### config.mk
export PLATFORM = sky130hd
export DESIGN_NAME = data_sram_ctrl
export DESIGN_NICKNAME = d
export VERILOG_FILES = /design/src/rtl/cpu_bus_pkg.sv /design/src/rtl/data_sram_ctrl.sv
export SDC_FILE = /design/constraint.sdc
export NUM_CORES = 1
export LEC_CHECK = 0
export CAP_MARGIN = 25
export CORE_MARGIN = 2
export CORE_UTILIZATION = 43
export DETAILED_ROUTE_END_ITERATION = 10
export PLACE_DENSITY = 0.85
export SYNTH_ARGS = -nofsm -noshare
export SYNTH_HDL_FRONTEND = slang
export SYNTH_SLANG_ARGS = --single-unit
export TNS_END_PERCENT = 50
### constraint.sdc
create_clock -name clk -period 6.1 [get_ports clk]
set_clock_uncertainty 0.1 [all_clocks]
set_input_delay 1.22 -clock clk [delete_from_list [all_inputs] [get_ports clk]]
set_output_delay 1.22 -clock clk [all_outputs]
set_load 0.1 [all_outputs]
### src/rtl/cpu_bus_pkg.sv
// Shared CPU bus definitions: data-memory controller state encoding and
// access-size encodings used by the M-stage and the bus side.
package cpu_bus_pkg;

  localparam int unsigned SIZE_W = 2;
  localparam int unsigned WEN_W  = 4;

  // Access size encoding carried on mem_size_i / size_o
  localparam logic [SIZE_W-1:0] SZ_BYTE = 2'd0;
  localparam logic [SIZE_W-1:0] SZ_HALF = 2'd1;
  localparam logic [SIZE_W-1:0] SZ_WORD = 2'd2;

  // Data-memory controller states
  typedef enum logic [1:0] {
    ST_IDLE = 2'd0,
    ST_REQ  = 2'd1,
    ST_WAIT = 2'd2,
    ST_DONE = 2'd3
  } mem_state_e;

endpackage : cpu_bus_pkg

### src/rtl/data_sram_ctrl.sv
// Data SRAM controller: turns an M-stage load/store into a single
// request/response bus transaction, stalls the pipeline while it is in
// flight and buffers load data until the M stage advances.
//
// Ports:
//   clk, rst                 clock, async active-high reset
//   mem_en_i, mem_wen_i,     M-stage access: enable, byte strobes (0 = read),
//   mem_size_i, mem_addr_i,  size, byte address,
//   mem_wdata_i              lane-aligned store data
//   mem_flush_i              M-stage instruction cancelled
//   pipe_adv_i               M stage advances this edge
//   mem_rdata_o              buffered load data
//   mem_stall_o              pipeline freeze (combinational)
//   req_o, wr_o, size_o,     bus request side, held stable from registers
//   addr_o, wdata_o
//   addr_ok_i, data_ok_i,    bus request accept, response valid, response data
//   rdata_i
module data_sram_ctrl
  import cpu_bus_pkg::*;
#(
  parameter int unsigned DW = 32
) (
  input  logic                clk,
  input  logic                rst,
  input  logic                mem_en_i,
  input  logic [WEN_W-1:0]    mem_wen_i,
  input  logic [SIZE_W-1:0]   mem_size_i,
  input  logic [DW-1:0]       mem_addr_i,
  input  logic [DW-1:0]       mem_wdata_i,
  input  logic                mem_flush_i,
  input  logic                pipe_adv_i,
  output logic [DW-1:0]       mem_rdata_o,
  output logic                mem_stall_o,
  output logic                req_o,
  output logic                wr_o,
  output logic [SIZE_W-1:0]   size_o,
  output logic [DW-1:0]       addr_o,
  output logic [DW-1:0]       wdata_o,
  input  logic                addr_ok_i,
  input  logic                data_ok_i,
  input  logic [DW-1:0]       rdata_i
);

  mem_state_e          state_q,  state_d;
  logic                cancel_q, cancel_d;
  logic                req_q,    req_d;
  logic                wr_q,     wr_d;
  logic [SIZE_W-1:0]   size_q,   size_d;
  logic [DW-1:0]       addr_q,   addr_d;
  logic [DW-1:0]       wdata_q,  wdata_d;
  logic [DW-1:0]       rdata_q,  rdata_d;

  // Next-state and buffer update
  always_comb begin
    state_d  = state_q;
    cancel_d = cancel_q;
    wr_d     = wr_q;
    size_d   = size_q;
    addr_d   = addr_q;
    wdata_d  = wdata_q;
    rdata_d  = rdata_q;

    case (state_q)
      ST_IDLE: begin
        if (mem_en_i && !mem_flush_i) begin
          wr_d     = |mem_wen_i;
          size_d   = mem_size_i;
          addr_d   = mem_addr_i;
          wdata_d  = mem_wdata_i;
          cancel_d = 1'b0;
          state_d  = ST_REQ;
        end
      end
      ST_REQ: begin
        // A driven request cannot be withdrawn; a flush only marks it cancelled
        if (mem_flush_i) cancel_d = 1'b1;
        if (addr_ok_i)   state_d  = ST_WAIT;
      end
      ST_WAIT: begin
        if (mem_flush_i) cancel_d = 1'b1;
        if (data_ok_i) begin
          // A flush arriving with the response still cancels it
          if (cancel_q || mem_flush_i) begin
            state_d = ST_IDLE;
          end else begin
            state_d = ST_DONE;
            if (!wr_q) rdata_d = rdata_i;
          end
        end
      end
      ST_DONE: begin
        // mem_en_i is ignored here so the completed access is not reissued
        if (mem_flush_i || pipe_adv_i) state_d = ST_IDLE;
      end
      default: state_d = ST_IDLE;
    endcase

    req_d = (state_d == ST_REQ);
  end

  // State and buffer registers
  always_ff @(posedge clk or posedge rst) begin
    if (rst) begin
      state_q  <= ST_IDLE;
      cancel_q <= 1'b0;
      req_q    <= 1'b0;
      wr_q     <= 1'b0;
      size_q   <= '0;
      addr_q   <= '0;
      wdata_q  <= '0;
      rdata_q  <= '0;
    end else begin
      state_q  <= state_d;
      cancel_q <= cancel_d;
      req_q    <= req_d;
      wr_q     <= wr_d;
      size_q   <= size_d;
      addr_q   <= addr_d;
      wdata_q  <= wdata_d;
      rdata_q  <= rdata_d;
    end
  end

  // Stall covers the issue cycle in IDLE plus the whole in-flight window
  assign mem_stall_o = ((state_q == ST_IDLE) && mem_en_i && !mem_flush_i) ||
                       (state_q == ST_REQ) || (state_q == ST_WAIT);

  assign req_o       = req_q;
  assign wr_o        = wr_q;
  assign size_o      = size_q;
  assign addr_o      = addr_q;
  assign wdata_o     = wdata_q;
  assign mem_rdata_o = rdata_q;

endmodule : data_sram_ctrl

==> flow_summary_export.csv <==
group,metric,value,unit
sta,hold_violations,0,
grt,grt_usage,17.9,%
grt,globalRouteOverflowTotal,0,
grt,grt_max_degree,69,
logic_synthesis,muxShareOfSynthArea,29.3,%
floorplan,start_util,44.6,%
critical_path,arrival,2.38,ns
clock_network,cts_resized,0,
routing,first_iter_violations,30,
critical_path,endpoint_kind,"primary output",
floorplan,std_cell_rows,35,
clock_network,path_clk_slew,0.09,ns
clock_network,cts.sinks,103,
logic_synthesis,synthesis.instances,250,
logic_synthesis,synth_top_family_by_area,"multiplexers",
placed_design,gp_congestion,0.896,
logic_synthesis,synth_xor_area_share,0,%
clock_network,h-tree-depth,3,
floorplan,pin_count,210,
sta,maxSlewHeadroom,31.6,%
cells_and_area,antenna_cells,0,
grt,grt_pass1_wl,14.5,mm
clock_network,cts_hold_repair.buffers,0,
cells_and_area,num-fill-cells,661,
placed_design,portBuffers,209,
critical_path,start_kind,"primary input",
sta,timing.hold.ws,0.394,ns
sta,setup-tns-final,0,ns
cells_and_area,syn2layout_area_growth,57.5,%
critical_path,critPathMaxFanout,8,
logic_synthesis,seq_area_frac_synth,62.0,%
logic_synthesis,synth-adder-area-share,1.51,%
clock_network,cts-buffers-inserted,9,
floorplan,die_area,10500,um^2
cells_and_area,final_nets,578,
clock_network,clock_path_buffers,2,
routing,num_vias,2870,
logic_synthesis,synth_compound_area_share,2.05,%
routing,ant_nets,0,
grt,antenna_found_initial,0,
logic_synthesis,syn_area_per_cell,16.6,um^2
critical_path,reg2reg_setup_slack,3.74,ns
cells_and_area,final_core_util,70.2,%
critical_path,r2r_cells,7,
worst_hold_path,hold_start,"wdata_o[5]$_DFFE_PP0P_",
sta,grt_setup_unrepaired,"false",
critical_path,cp_data_required_time,4.78,ns
worst_hold_path,worstHoldPathType,"flip-flop to flip-flop",
logic_synthesis,synth-simple-area-share,2.95,%
logic_synthesis,synth_area,4160,um^2
run,cap_violations,0,
sta,max_freq,0.270,GHz
sta,setup_viol,0,
worst_hold_path,min_path_cells,1,
placed_design,placed_area,6350,um^2
logic_synthesis,synth.top_cell.area_share,62.0,%
logic_synthesis,synth.distinct_cells,27,
sta,tightest_slew,1.02,ns
placed_design,dp_hpwl,7.36,mm
logic_synthesis,ys_ff_latch,103,
critical_path,r2r-end,"mem_rdata_o[13]$_DFFE_PP0P_",
routing,wl,9.70,mm
logic_synthesis,netlist.top_cell.by_area,"dfrtp_1",
grt,grt_pass1_vias,3058,
logic_synthesis,synth_fp_nets,364,
logic_synthesis,synth.area.top_cells,"dfrtp_1 62%, mux2_2 17%, mux2_4 11%",
cells_and_area,postLayoutCellArea,6550,um^2
routing,wl_per_cell,16.2,um
clock_network,cts_root_buf,"clkbuf_8",
cells_and_area,drive_above_1_share,24.5,%
outcome,outcome,"finished, final reports clean",
clock_network,worstSkewPairLatency,0.34,ns
worst_hold_path,hold_end,"wdata_o[5]$_DFFE_PP0P_",
critical_path,timing.rr.start,"state_q[0]$_DFF_PP0_",
routing,drc,0,
clock_network,postCtsSetupBuffers,0,
logic_synthesis,yosys_warnings,0,
sta,slew_viol_final,0,
critical_path,critPathKind,"primary input to primary output",
floorplan,fp.dieW,102,um
floorplan,core_area,9330,um^2
routing,first_pass_iters,4,
sta,fin_crit,3.70,ns
clock_network,cts_tree,"done",
floorplan,die_h,102,um
sta,timing.final.crit_share,60.7,%
routing,via_per_inst,4.80,
-- cells in the final DEF (no fill, tap or decap), types with 2 or more instances in the layout --
cell type,instances
nor3_1,2
o211ai_1,2
clkdlybuf4s50_1,208
mux2_2,61
nand2_1,5
nor2_1,4
ha_1,5
o31a_1,2
clkinv_4,2
inv_6,2
mux2_4,30
mux2_1,7
nor2b_1,2
o21ai_0,2
inv_1,3
clkbuf_8,9
dfrtp_1,103
buf_4,4
-- cell usage after synthesis --
library cell	instances
o21ai_1	1
inv_1	4
nand2b_1	1
buf_6	4
o2111a_1	1
nor3_1	2
a21oi_1	1
nand3b_4	1
nand3_1	1
buf_4	1
mux2_1	7
ha_1	5
mux2_4	30
o31a_1	2
nor2_1	4
nor3b_1	1
o21ai_0	2
nor4_4	1
nor4_1	1
buf_2	5
nand2_1	5
o211ai_1	2
a2111oi_2	1
nor2b_1	2
o22ai_1	1
dfrtp_1	103
mux2_2	61
-- routing by layer --
layer,vias to the layer above,global-route usage (%),share of wire (%)
met5,-,0,0
met4,0,6.56,2.5
met3,18,7.80,9.4
met2,138,29.7,50
met1,1398,20.6,38
li1,1316,-,-
-- through the flow --
stage                     worst slack [ns]  std cells
after CTS                             2.41        597
after global placement                2.26        581
after detailed placement              2.15        581
after floorplan                       2.08        250
after global routing                  2.36        598
final                                 2.40        598
-- worst max-delay path by stage --
| stage | startpoint | to | slack (ns) | depth (start not counted) |
|---|---|---|---|---|
| after floorplan | rst | addr_o[0]$_DFFE_PP0P_ | 2.08 | 1 |
| after global placement | mem_flush_i | mem_rdata_o[13]$_DFFE_PP0P_ | 2.26 | 4 |
| after detailed placement | mem_flush_i | mem_rdata_o[13]$_DFFE_PP0P_ | 2.15 | 4 |
| after CTS | mem_flush_i | mem_stall_o | 2.41 | 4 |
| after global routing | mem_flush_i | mem_stall_o | 2.36 | 4 |
| final | mem_flush_i | mem_stall_o | 2.40 | 4 |
-- critical path: stages --
cell and delay, ns:
clkdlybuf4s50_1 0.57, nand3b_4 0.23, nand2_1 0.07, buf_4 0.28
-- registers in the layout, summed over array words and instances (netlist names) --
signal,count
addr_o,32
mem_rdata_o,32
wdata_o,32
size_o,2
state_q,2
cancel_q,1
req_o,1
wr_o,1
-- kinds of logic (layout without fill, tap and decap cells) --
group,Yosys count,in the layout
simple gates,19,19
flops,103,103
compound gates,11,11
buf+inv,14,233
mux,98,98
fa+ha+maj,5,5
-- layout make-up --
class	instances	area (um^2)	area share (%)
clock buffer	10	128	1.95
sequential	103	2580	39.4
clock inverter	6	51.3	0.784
multi-input combinational	133	1490	22.7
timing repair buffer	213	2120	32.4
inverter	4	17.5	0.268
tap	129	161	2.47
Power is left out: the tool's default activity adds up to more than one toggle a clock period on the data nets, which glitch-free logic cannot reach.
